File: src/rtl/lc3_regfile.sv
// LC-3 general-purpose register file (R0..R(NREGS-1)) with NZP condition codes.
// Reads are combinational from stored state; writes and NZP updates land on the clock edge.
module lc3_regfile #(
  parameter  int WIDTH = 16,
  parameter  int NREGS = 8,
  localparam int AW    = $clog2(NREGS)
) (
  input  logic             clk,
  input  logic             rst,
  input  logic [WIDTH-1:0] bus,
  input  logic             ld_reg,
  input  logic [AW-1:0]    dr,
  input  logic             ld_cc,
  input  logic [AW-1:0]    sr1,
  input  logic [AW-1:0]    sr2,
  output logic [WIDTH-1:0] sr1_out,
  output logic [WIDTH-1:0] sr2_out,
  output logic             n,
  output logic             z,
  output logic             p
);

  logic [WIDTH-1:0] regs [NREGS];

  // Per-register decode: a dr with no matching register (non power-of-2 NREGS) writes nothing.
  always_ff @(posedge clk) begin
    if (rst) begin
      for (int unsigned i = 0; i < NREGS; i++) regs[i] <= '0;
    end else if (ld_reg) begin
      for (int unsigned i = 0; i < NREGS; i++)
        if (dr == AW'(i)) regs[i] <= bus;
    end
  end

  always_ff @(posedge clk) begin
    if (rst) begin
      n <= 1'b0;
      z <= 1'b1;
      p <= 1'b0;
    end else if (ld_cc) begin
      n <= bus[WIDTH-1];
      z <= (bus == '0);
      p <= !bus[WIDTH-1] && (bus != '0);
    end
  end

  // No write-to-read bypass: ports always show the pre-edge register contents.
  always_comb begin
    sr1_out = '0;
    sr2_out = '0;
    for (int unsigned i = 0; i < NREGS; i++) begin
      if (sr1 == AW'(i)) sr1_out = regs[i];
      if (sr2 == AW'(i)) sr2_out = regs[i];
    end
  end

  bus_driven_on_load: assert property (@(posedge clk) (ld_reg | ld_cc) |-> !$isunknown(bus));

endmodule

File: config.mk
export PLATFORM = sky130hd
export DESIGN_NAME = lc3_regfile
export DESIGN_NICKNAME = d
export VERILOG_FILES = /design/src/rtl/lc3_regfile.sv
export SDC_FILE = /design/constraint.sdc
export NUM_CORES = 1
export LEC_CHECK = 0
export CORE_MARGIN = 3
export CORE_UTILIZATION = 40
export CTS_CLUSTER_SIZE = 24
export DETAILED_ROUTE_END_ITERATION = 10
export GPL_TIMING_DRIVEN = 0
export PLACE_DENSITY = 0.59
export REMOVE_ABC_BUFFERS = 1
export SLEW_MARGIN = 20
export SYNTH_ARGS = -nofsm -noshare
export SYNTH_HDL_FRONTEND = slang
export SYNTH_SLANG_ARGS = --single-unit
File: constraint.sdc
create_clock -name clk -period 1.8 [get_ports clk]
set_input_delay 0.36 -clock clk [delete_from_list [all_inputs] [get_ports clk]]
set_output_delay 0.36 -clock clk [all_outputs]
set_load 0.01 [all_outputs]
---- Word-level counts from Yosys, hierarchy flattened ----
Memory sizes are Yosys's and may differ from the RTL's.
Index checks and enable logic that the tools add are counted.
word-level totals
  word-level logic and storage cells ...... 98
  latch bits .............................. 0
  RAM bits ................................ 128
  memories ................................ 1
  input port bits ......................... 29
  output and inout port bits .............. 35
  register bits after elaboration ......... 3
  ROM bits ................................ 0
memory list
  memory  words  bits a word  rd ports  clocked after memory_dff  write ports  line  RTL
  regs    8      16           8         0                         8            23    logic [WIDTH-1:0] regs [NREGS];
operators by class
  equal/unequal tests ..................... 21
  bitwise operators ....................... 8
  add/subtract/negate cells ............... 0
  order comparisons ....................... 0
  muxes and demuxes ....................... 58
  shifts and indexed selects .............. 0
  reductions and logical operators ........ 7
  multipliers ............................. 0
  divide/modulo/power cells ............... 0
operators with widths
  operator                                                                number
  16-bit two-way mux                                                      24
  3-bit equality test (second input constant)                             12
  1-bit two-way mux                                                       34
  3-bit by 2-bit equality test with 1-bit output (second input constant)  6
  16-bit logical NOT                                                      1
  16-bit nonzero test                                                     1
  3-bit by 1-bit equality test with 1-bit output (second input constant)  3
  3-bit logical NOT                                                       3
  1-bit bitwise OR                                                        8
  1-bit logical AND                                                       1
  1-bit logical NOT                                                       1

---- Logic depth before layout (Yosys ltp) ----
Gate-level depths: netlist of the first run.
  depth after elaboration ................. 9
  gate-level depth with buffers ........... 5
  depth with buffers taken out ............ 3

---- Worst setup path before layout of the first run ----
No wires, ideal clock.
  path kind ............................... input port to output port
  from .................................... input sr2[2]
  to ...................................... output sr2_out[2]
  cell stages on the path ................. 5
  required time ........................... 1.440 ns
  arrival time ............................ 1.378 ns
  path slack .............................. 0.062 ns
  cells stage by stage .................... buf_2 or2_2 buf_2 o22a_1 a32oi_1
on the way
  longest elaborated chain between the ends .. 9
ends and longest elaborated chain
  what                              line  RTL
  from (decl)                       15    input logic [AW-1:0] sr2,
  3-bit logical NOT                 53    if (sr2 == AW'(i)) sr2_out = regs[i];
  16-bit two-way mux (7 in series)  53
  16-bit two-way mux (*)            53
  to (decl)                         17    output logic [WIDTH-1:0] sr2_out,
Every way passes the cells marked *; elsewhere a longest branch is shown, timed or not.

==> out/results.tsv, run 1 <==
metric	value	unit
worst_slack	-0.342	ns
cts-root-to-sink-buffers	2	
detailroute.wirelength.met2	11600	um
cts_tree	yes	
violations	setup timing	
drv.max_cap_violation_count	0	
worstReg2RegStart	p	
period_share	1.19	
path_type_of_the_worst_setup_path	reg -> out	
netlist.area_leader.share	0.546	
max_freq	0.467	GHz
most_used_flip_flop_cell_after_synthesis	sky130_fd_sc_hd__edfxtp_1	
design.core.area	16900	um^2
drt-total-wl	25200	um
post_synth_inst_count	614	
worst_slew_margin_rel	0.512	
drt_pre_antenna_iters	6	
grt_start_max_net_pins	60	
final.min_clock_period	2.14	ns
comb_power_share	0.186	
rrSetupSlack	1.03	ns
worst_ep_required_time	1.44	ns
wire_length_of_the_first_global_routing_pass	35600	um
power.switching_fraction	0.253	
globalRoute.totalOverflow	0	
routed_via_count	5985	
timing_worst_slew_pin_value	0.725	ns
avgViaCountPerCell	6.26	
peakVddDrop	0.799	mV
number_of_flip_flops_and_latches_in_the_synthesized_netlist	131	
grt_setup_unrepaired	yes	
root_buffer	sky130_fd_sc_hd__clkbuf_16	
async_reset_ff_frac	0	
synth_enable_flop_cells	128	
gp_congestion	0.758	
netlist_top_cells_area	sky130_fd_sc_hd__edfxtp_1 (55%), sky130_fd_sc_hd__nor2_1 (5.3%), sky130_fd_sc_hd__mux2i_1 (4.3%)	
worstSetupStartpointType	flip-flop	
die_height	139	um
synth_area	7040	um^2
power_density	878	nW/um^2
groute.usage.overall	0.248	
dr.first_iter.drc_count	740	
highest-signal-layer	met4	
internal_power_component	6.45	mW
placement.io_buffers	63	
design.portCount	64	
crit_path_start	regs[0][25]	
timing.critical_path.to	sr1_out[9]	
growth_of_design_area_from_synthesis_to_finish	39.7	%
synth_top_area_cell	sky130_fd_sc_hd__edfxtp_1	
cp_capture_type	output pin	
worst-r2r-cell-count	3	
layout.nets	752	
cts-hold-fix-buffers	0	
fp.dieArea	19200	um^2
rows	47	
min_path_type	reg -> reg	
timing_max_transition_violations_final	0	
detail_route.drc_violations	0	
clockPowerShare	0.385	
wl_met1	10500	um
number_of_antenna_violations_at_the_first_check_in_global_routing	0	
leakagePower	3.60	nW
yosysWarnings	0	
clk_transition_reported_paths	0.05	ns
hpwlAfterDp	11800	um
drt-wirelength-per-cell	26.4	um
clock_latency	0.42	ns
synthDistinctLibCells	41	
dpl_ws	-1.64	ns
worst_clock_skew	0	ns
part_of_the_power_in_registers	0.428	
total_clock_sinks	131	
dpl-instance-area	7760	um^2
setup_viol_count_final	31	
cts_htree_levels	4	
stdcell_area	9830	um^2
die_width	139	um
final_layout_size_suffix_gt1_frac	0.313	
synth_commonest_cells	sky130_fd_sc_hd__edfxtp_1 (128), sky130_fd_sc_hd__nor2_1 (99), sky130_fd_sc_hd__nor2b_1 (42)	
finalHoldViolCount	0	
postRouteAntennaNets	0	
power.switching	2.18	mW
seq_area_frac_synth	0.555	
initial_utilization	0.417	
critical_path_peak_fanout	2	
antenna_diode_count	0	
yosysMostFrequentCell	sky130_fd_sc_hd__edfxtp_1	
first_global_vias	5796	
arrival	1.78	ns
run_status	finished with violations	
dr_wl_met3	2510	um
critical_path.reg2reg.endpoint	p	
post_synth.cell_area_avg	11.5	um^2
tritoncts_buffers	17	
## cell usage in the layout, fill, tap and decap left out, types with 13 or more instances in the layout
cell type,netlist,routed
sky130_fd_sc_hd__clkbuf_16,0,22
sky130_fd_sc_hd__clkdlybuf4s50_1,0,23
sky130_fd_sc_hd__mux2i_1,30,30
sky130_fd_sc_hd__nand2b_1,22,16
sky130_fd_sc_hd__a22o_1,27,27
sky130_fd_sc_hd__nand2_1,16,13
sky130_fd_sc_hd__nor2b_1,42,40
sky130_fd_sc_hd__a211oi_1,29,19
sky130_fd_sc_hd__inv_1,19,18
sky130_fd_sc_hd__buf_4,4,49
sky130_fd_sc_hd__nor2_1,99,98
sky130_fd_sc_hd__o21ai_0,29,28
sky130_fd_sc_hd__buf_2,22,29
sky130_fd_sc_hd__edfxtp_1,128,128
## state kept, by name (all words and copies together), names as in the netlist
register  flops
n             1
p             1
regs        128
z             1
## kinds of logic after synthesis
family | synth area share
AND/OR/NAND/NOR | 0.162
AO/OA/AOI/OAI | 0.161
flip-flops | 0.555
buffers and inverters | 0.0466
multiplexers | 0.0752
## how the worst min path moves through the flow
stage          from  endpoint  slack (ns)  cells after the start
2_1_floorplan   rst         n        0.43                      1
3_3_place_gp      z         z        0.47                      2
3_5_place_dp      z         z        0.49                      2
4_1_cts           z         z        0.50                      2
5_1_grt           n         n        0.52                      2
6_report          n         n        0.51                      2
## power by group through the flow
stage / Clock (mW) / Combinational, mW / Sequential [mW]
2_1_floorplan: 0 / 0.553 / 3.72
3_3_place_gp: 0 / 1.17 / 3.74
3_5_place_dp: 0 / 1.18 / 3.75
4_1_cts: 3.32 / 1.49 / 3.69
5_1_grt: 3.47 / 1.69 / 3.72
6_report: 3.32 / 1.61 / 3.70
## routing by layer
| metal | global-route usage | vias up |
|---|---|---|
| met5 | 0 | - |
| li1 | - | 2560 |
| met3 | 0.0538 | 38 |
| met2 | 0.389 | 386 |
| met1 | 0.346 | 3001 |
| met4 | 0.0803 | 0 |
## layout make-up
class	instances	area, um^2
multi-input combinational	411	3410
clock inverter	5	48.8
fill	1271	7050
inverter	19	75.1
clock buffer	27	523
tap	220	275
sequential	131	3900
timing repair buffer	143	1600
## critical path, stage by stage (launching register included)
cell and delay (ns):
sky130_fd_sc_hd__edfxtp_1 0.39, sky130_fd_sc_hd__or2_4 0.24, sky130_fd_sc_hd__mux4_2 0.47, sky130_fd_sc_hd__o2bb2ai_2 0.14, sky130_fd_sc_hd__buf_2 0.14
## per-stage QoR
stage | utilization | TNS, ns | std cells | total power [mW] | hold slack [ns]
floorplan | - | -1.30 | 561 | 4.27 | 0.432
global placement | 0.455 | -347.63 | 844 | 4.90 | 0.470
detailed placement | 0.460 | -269.58 | 848 | 4.93 | 0.489
CTS | 0.564 | -4.40 | 933 | 8.50 | 0.505
global route | 0.582 | -6.15 | 956 | 8.88 | 0.523
finish | 0.582 | -4.58 | 956 | 8.63 | 0.507
## repair_timing
action	CTS	global route
endpoints found under the setup margin	240	76
pin swaps	54	17
setup buffers	45	21
endpoints found under the hold margin	0	0
gates resized for setup	275	23
cloned	8	5
No activity file was read; power rests on OpenSTA's default activity.
==> run 2: changes to the inputs <==
--- a/config.mk
+++ b/config.mk
@@ -5,7 +5,7 @@
 export SDC_FILE = /design/constraint.sdc
 export NUM_CORES = 1
 export LEC_CHECK = 0
-export CORE_MARGIN = 3
+export CORE_MARGIN = 1.5
 export CORE_UTILIZATION = 40
 export CTS_CLUSTER_SIZE = 24
 export DETAILED_ROUTE_END_ITERATION = 10
==> run 2 against run 1 <==
The flow still finishes with violations (setup timing). Total power shrank 3.0%. Clock power shrank 7.5%. Routed wire length shrank 1.4%. Global-route usage grew 2.7 points. Largest power group unchanged. Via count shrank 0.99%. Critical path type unchanged. Critical path depth is the same. First-iteration DRC count shrank 5.4%. Cell count shrank 0.42%. Fmax shrank 1.8%. Combinational power is essentially flat.
==> out/results.tsv, run 2 (synthesized netlist as in run 1, its figures left out) <==
metric	value	unit	change
power_density	858	nW/um^2	was 878 nW/um^2
design.core.area	17200	um^2	was 16900 um^2
max_freq	0.458	GHz	was 0.467 GHz
arrival	1.82	ns	was 1.78 ns
initial_utilization	0.408		was 0.417
worst_clock_skew	0	ns	unchanged
design.portCount	64		unchanged
critical_path_peak_fanout	2		unchanged
stdcell_area	9760	um^2	was 9830 um^2
die_width	136	um	was 139 um
tritoncts_buffers	17		unchanged
wire_length_of_the_first_global_routing_pass	36000	um	was 35600 um
leakagePower	3.54	nW	was 3.60 nW
setup_viol_count_final	32		was 31
groute.usage.overall	0.275		was 0.248
instances_no_fill	952		was 956
rows	48		was 47
detailroute.wirelength.met2	12000	um	was 11600 um
wl_met1	10000	um	was 10500 um
finalHoldViolCount	0		unchanged
drt-total-wl	24800	um	was 25200 um
cts_tree	yes		unchanged
antenna_diode_count	0		unchanged
timing_max_transition_violations_final	0		unchanged
layout.cells.most_common	sky130_fd_sc_hd__edfxtp_1		unchanged
path_type_of_the_worst_setup_path	reg -> out		unchanged
die_height	136	um	was 139 um
detail_route.drc_violations	0		unchanged
run_status	finished with violations		unchanged
dr.first_iter.drc_count	700		was 740
dr_wl_met3	2030	um	was 2510 um
peakVddDrop	0.728	mV	was 0.799 mV
root_buffer	sky130_fd_sc_hd__clkbuf_16		unchanged
worst_slew_margin_rel	0.465		was 0.512
timing_worst_slew_pin_value	0.795	ns	was 0.725 ns
worst_ep_required_time	1.44	ns	about the same
dpl_ws	-1.91	ns	was -1.64 ns
drt-wirelength-per-cell	26.1	um	was 26.4 um
placement.io_buffers	63		unchanged
hpwlAfterDp	11500	um	was 11800 um
registers.top_by_ff_count	regs		unchanged
period_share	1.21		was 1.19
final_layout_size_suffix_gt1_frac	0.301		was 0.313
postRouteAntennaNets	0		unchanged
avgViaCountPerCell	6.22		was 6.26
min_path_type	reg -> reg		unchanged
cts_htree_levels	4		unchanged
highest-signal-layer	met4		unchanged
first_global_vias	5819		was 5796
fp.dieArea	18400	um^2	was 19200 um^2
routed_via_count	5926		was 5985
drt_pre_antenna_iters	5		was 6
violations	setup timing		unchanged
clk_transition_reported_paths	0.06	ns	was 0.05 ns
number_of_antenna_violations_at_the_first_check_in_global_routing	0		unchanged
growth_of_design_area_from_synthesis_to_finish	38.6	%	was 39.7%
mostFrequentLayoutCells	sky130_fd_sc_hd__edfxtp_1 (128), sky130_fd_sc_hd__nor2_1 (98), sky130_fd_sc_hd__buf_4 (41), sky130_fd_sc_hd__nor2b_1 (39), sky130_fd_sc_hd__mux2i_1 (30)		was sky130_fd_sc_hd__edfxtp_1 (128), sky130_fd_sc_hd__nor2_1 (98), sky130_fd_sc_hd__buf_4 (49), sky130_fd_sc_hd__nor2b_1 (40), sky130_fd_sc_hd__mux2i_1 (30)
grt_start_max_net_pins	60		unchanged
worst_slack	-0.382	ns	was -0.342 ns
cp_capture_type	output pin		unchanged
layout_filler_cell_count	1335		was 1271
dpl-instance-area	7770	um^2	was 7760 um^2
drv.max_cap_violation_count	0		unchanged
final.min_clock_period	2.18	ns	was 2.14 ns
largest_reg_flops	128		unchanged
layout.nets	744		was 752
clock_latency	0.42	ns	about the same
grt_setup_unrepaired	yes		unchanged
placedCellCount	852		was 848
worstSetupStartpointType	flip-flop		unchanged
cts-hold-fix-buffers	0		unchanged
globalRoute.totalOverflow	0		unchanged
cts-root-to-sink-buffers	2		unchanged
gp_congestion	0.809		was 0.758
total_clock_sinks	131		unchanged
-- run 2: cell count changes in the layout (fill, tap and decap cells not counted), moves of 2 or more --
cell	delta
sky130_fd_sc_hd__buf_6	+3
sky130_fd_sc_hd__clkinv_1	+5
sky130_fd_sc_hd__buf_8	-2
sky130_fd_sc_hd__nor3b_2	-6
sky130_fd_sc_hd__buf_12	+2
sky130_fd_sc_hd__a41o_2	-2
sky130_fd_sc_hd__clkbuf_16	-4
sky130_fd_sc_hd__a41o_4	+2
sky130_fd_sc_hd__clkbuf_8	-6
sky130_fd_sc_hd__buf_4	-8
sky130_fd_sc_hd__nor3b_4	+7
-- run 2: final cells by class --
type                            count  area (um^2)  area share
Clock buffer                       21          440      0.0451
Clock inverter                     10         67.6     0.00692
Inverter                           19         75.1     0.00769
Multi-Input combinational cell    412         3510       0.360
Sequential cell                   131         3900       0.400
Tap cell                          225          282      0.0289
Timing Repair Buffer              134         1480       0.152
-- run 2: report_power, final --
| group | total [mW] | switching (mW) | internal, mW |
|---|---|---|---|
| Sequential | 3.70 | 0.114 | 3.59 |
| Combinational | 1.60 | 0.853 | 0.751 |
| Clock | 3.07 | 1.22 | 1.85 |
| Total | 8.37 | 2.19 | 6.18 |
-- run 2: layer usage --
metal  GRT usage  vias to the layer above
met5           0                        -
met4       0.125                        0
met3      0.0513                       54
met2       0.446                      323
met1       0.357                     3004
li1            -                     2545
-- run 2: what timing repair did --
item | 4_1_cts | 5_1_grt
buffers inserted | 47 | 13
setup endpoints to repair | 225 | 91
gates resized for setup | 276 | 32
cloned | 8 | 1
pin swaps | 60 | 23
-- run 2: worst paths after layout --
| kind | from | to | slack, ns | cells after the start |
|---|---|---|---|---|
| worst max register to register | p | p | 1.03 | 3 |
| worst min-delay path | z | z | 0.49 | 2 |
| worst min register to register | z | z | 0.49 | 2 |
| worst max-delay path | regs[0][26] | sr1_out[10] | -0.38 | 4 |
-- run 2: critical path, cell delays in order, from the launching register on --
cell,delay [ns]
sky130_fd_sc_hd__edfxtp_1,0.39
sky130_fd_sc_hd__or2_4,0.24
sky130_fd_sc_hd__mux4_2,0.49
sky130_fd_sc_hd__o2bb2ai_2,0.14
sky130_fd_sc_hd__buf_2,0.14
-- run 2: through the flow --
stage | util | TNS [ns] | total power, mW | hold slack, ns
final | 0.566 | -4.43 | 8.37 | 0.492
after CTS | 0.549 | -4.26 | 8.25 | 0.491
after global placement | 0.446 | -349.85 | 4.90 | 0.460
after floorplan | - | -1.30 | 4.27 | 0.432
after detailed placement | 0.451 | -256.81 | 4.92 | 0.479
after global routing | 0.566 | -5.96 | 8.62 | 0.513
==> run 3: changes to the inputs <==
--- a/config.mk
+++ b/config.mk
@@ -6,11 +6,11 @@
 export NUM_CORES = 1
 export LEC_CHECK = 0
 export CORE_MARGIN = 1.5
-export CORE_UTILIZATION = 40
+export CORE_UTILIZATION = 58
 export CTS_CLUSTER_SIZE = 24
 export DETAILED_ROUTE_END_ITERATION = 10
 export GPL_TIMING_DRIVEN = 0
-export PLACE_DENSITY = 0.59
+export PLACE_DENSITY = 0.8
 export REMOVE_ABC_BUFFERS = 1
 export SLEW_MARGIN = 20
 export SYNTH_ARGS = -nofsm -noshare
==> run 3 against run 2 <==
The run still ends with setup timing left. Routed wire length is 8.2% higher. Register-to-register slack lost 0.02 ns. Clock power grew 24%. Hold slack better by 0.026 ns. Fmax fell by 2.6%. Non-clock buffer count unchanged. Clock skew is the same. Combinational power up 2%. Critical path type unchanged.
==> out/results.tsv, run 3 (synthesized netlist as in run 1, its figures left out) <==
metric	value	unit	change
run_status	finished with violations		unchanged
violations	setup timing		unchanged
cp_top_family	multiplexers		unchanged
routed_via_count	6479		was 5926
grt_start_max_net_pins	40		was 60
min_path_type	reg -> reg		unchanged
dpl_ws	-1.79	ns	was -1.91 ns
die_width	113	um	was 136 um
drt-wirelength-per-cell	30.7	um	was 26.1 um
finalHoldViolCount	0		unchanged
drv.max_cap_violation_count	0		unchanged
worstSetupStartpointType	flip-flop		unchanged
power_density	940	nW/um^2	was 858 nW/um^2
dpl-instance-area	7630	um^2	was 7770 um^2
part_of_the_power_in_registers	0.406		was 0.442
tritoncts_buffers	17		unchanged
registers.top_by_ff_count	regs		unchanged
design.core.area	11900	um^2	was 17200 um^2
final.min_clock_period	2.24	ns	was 2.18 ns
dr.first_iter.drc_count	1148		was 700
clockPowerShare	0.415		was 0.367
globalRoute.totalOverflow	0		unchanged
cts-root-to-sink-buffers	2		unchanged
detail_route.drc_violations	0		unchanged
crit_slowest_cell	sky130_fd_sc_hd__mux4_2		unchanged
max_freq	0.447	GHz	was 0.458 GHz
fp.dieArea	12800	um^2	was 18400 um^2
growth_of_design_area_from_synthesis_to_finish	38.9	%	was 38.6%
grt_setup_unrepaired	yes		unchanged
power.switching	2.35	mW	was 2.19 mW
path_type_of_the_worst_setup_path	reg -> out		unchanged
cts_tree	yes		unchanged
wire_length_of_the_first_global_routing_pass	38000	um	was 36000 um
arrival	1.88	ns	was 1.82 ns
mostFrequentLayoutCells	sky130_fd_sc_hd__edfxtp_1 (128), sky130_fd_sc_hd__nor2_1 (98), sky130_fd_sc_hd__buf_4 (42), sky130_fd_sc_hd__nor2b_1 (39), sky130_fd_sc_hd__mux2i_1 (29)		was sky130_fd_sc_hd__edfxtp_1 (128), sky130_fd_sc_hd__nor2_1 (98), sky130_fd_sc_hd__buf_4 (41), sky130_fd_sc_hd__nor2b_1 (39), sky130_fd_sc_hd__mux2i_1 (30)
cts-hold-fix-buffers	0		unchanged
leakagePower	3.62	nW	was 3.54 nW
hpwlAfterDp	11100	um	was 11500 um
final_layout_size_suffix_gt1_frac	0.312		was 0.301
total_clock_sinks	131		unchanged
worst_slack	-0.439	ns	was -0.382 ns
drt-total-wl	26900	um	was 24800 um
first_global_vias	6289		was 5819
cts_htree_levels	4		unchanged
worst_ep_required_time	1.44	ns	about the same
clock_latency	0.43	ns	was 0.42 ns
avgViaCountPerCell	7.40		was 6.22
timing_worst_slew_pin_value	0.980	ns	was 0.795 ns
timing_max_transition_violations_final	0		unchanged
design.portCount	64		unchanged
worstReg2RegStart	p		unchanged
gp_congestion	0.804		was 0.809
antenna_diode_count	0		unchanged
hold_path_startpoint	z		unchanged
number_of_antenna_violations_at_the_first_check_in_global_routing	0		unchanged
internal_power_component	6.84	mW	was 6.18 mW
rows	40		was 48
clk_transition_reported_paths	0.06	ns	about the same
path_cells	or2_4 > mux4_2 > o2bb2ai_4 > buf_6		was or2_4 > mux4_2 > o2bb2ai_2 > buf_2
stdcell_area	9770	um^2	was 9760 um^2
drt_pre_antenna_iters	7		was 5
timing.hold.ws	0.517	ns	was 0.492 ns
critical-path-max-stage-delay	0.49	ns	about the same
groute.usage.overall	0.412		was 0.275
postRouteAntennaNets	0		unchanged
layout.nets	744		unchanged
placement.io_buffers	63		unchanged
critical_path_peak_fanout	2		unchanged
period_share	1.24		was 1.21
largest_reg_flops	128		unchanged
layout.cells.most_common	sky130_fd_sc_hd__edfxtp_1		unchanged
worst_slew_margin_rel	0.346		was 0.465
path_buf_inv	1		unchanged
initial_utilization	0.591		was 0.408
setup_viol_count_final	33		was 32
crit_path_start	regs[0][26]		unchanged
die_height	113	um	was 136 um
cp_capture_type	output pin		unchanged
power.switching_fraction	0.255		was 0.261
comb_power_share	0.179		was 0.192
worst_clock_skew	0	ns	unchanged
root_buffer	sky130_fd_sc_hd__clkbuf_16		unchanged
peakVddDrop	0.651	mV	was 0.728 mV
==> run 3: power by group through the flow <==
stage	Clock (mW)	Combinational, mW	Sequential [mW]
detailed placement	0	1.14	3.76
floorplan	0	0.553	3.72
finish	3.81	1.64	3.73
CTS	3.70	1.49	3.70
global placement	0	1.13	3.74
global route	3.91	1.69	3.74
==> run 3: timing repair <==
action / 4_1_cts / 5_1_grt
cloned: 10 / 0
setup buffers: 43 / 16
setup endpoints to repair: 216 / 100
pin swaps: 57 / 15
resized for setup: 282 / 32
==> run 3: per-stage QoR <==
stage / power (mW) / setup TNS, ns / cells / util
4_1_cts: 8.88 / -3.42 / 859 / 0.797
2_1_floorplan: 4.27 / -1.30 / 561 / -
3_5_place_dp: 4.90 / -271.12 / 774 / 0.641
6_report: 9.19 / -5.08 / 875 / 0.821
5_1_grt: 9.35 / -6.11 / 875 / 0.821
3_3_place_gp: 4.87 / -314.67 / 771 / 0.638
==> run 3: layout make-up <==
cell class,count,area [um^2]
Clock buffer,22,454
Clock inverter,10,181
Fill cell,574,2140
Inverter,19,75.1
Multi-Input combinational cell,412,3440
Sequential cell,131,3900
Tap cell,147,184
Timing Repair Buffer,134,1540
==> run 3: final timing paths <==
path / to / slack (ns) / cells after the start
setup / recovery: sr1_out[10] / -0.44 / 4
hold / removal: z / 0.52 / 2
setup reg to reg: p / 1.01 / 3
hold reg to reg: z / 0.52 / 2
==> run 3: worst register-to-register path, stage by stage (launching register included) <==
cell                       delay (ns)
sky130_fd_sc_hd__dfxtp_1         0.35
sky130_fd_sc_hd__nor2_1          0.07
sky130_fd_sc_hd__a211oi_1        0.17
sky130_fd_sc_hd__o21a_1          0.15
==> run 3: routing by layer <==
metal	share of wire	global-route usage	wire, um
met1	0.33	0.505	8990
met5	0	0	0
met3	0.13	0.117	3480
met4	0.060	0.218	1610
met2	0.48	0.667	12800
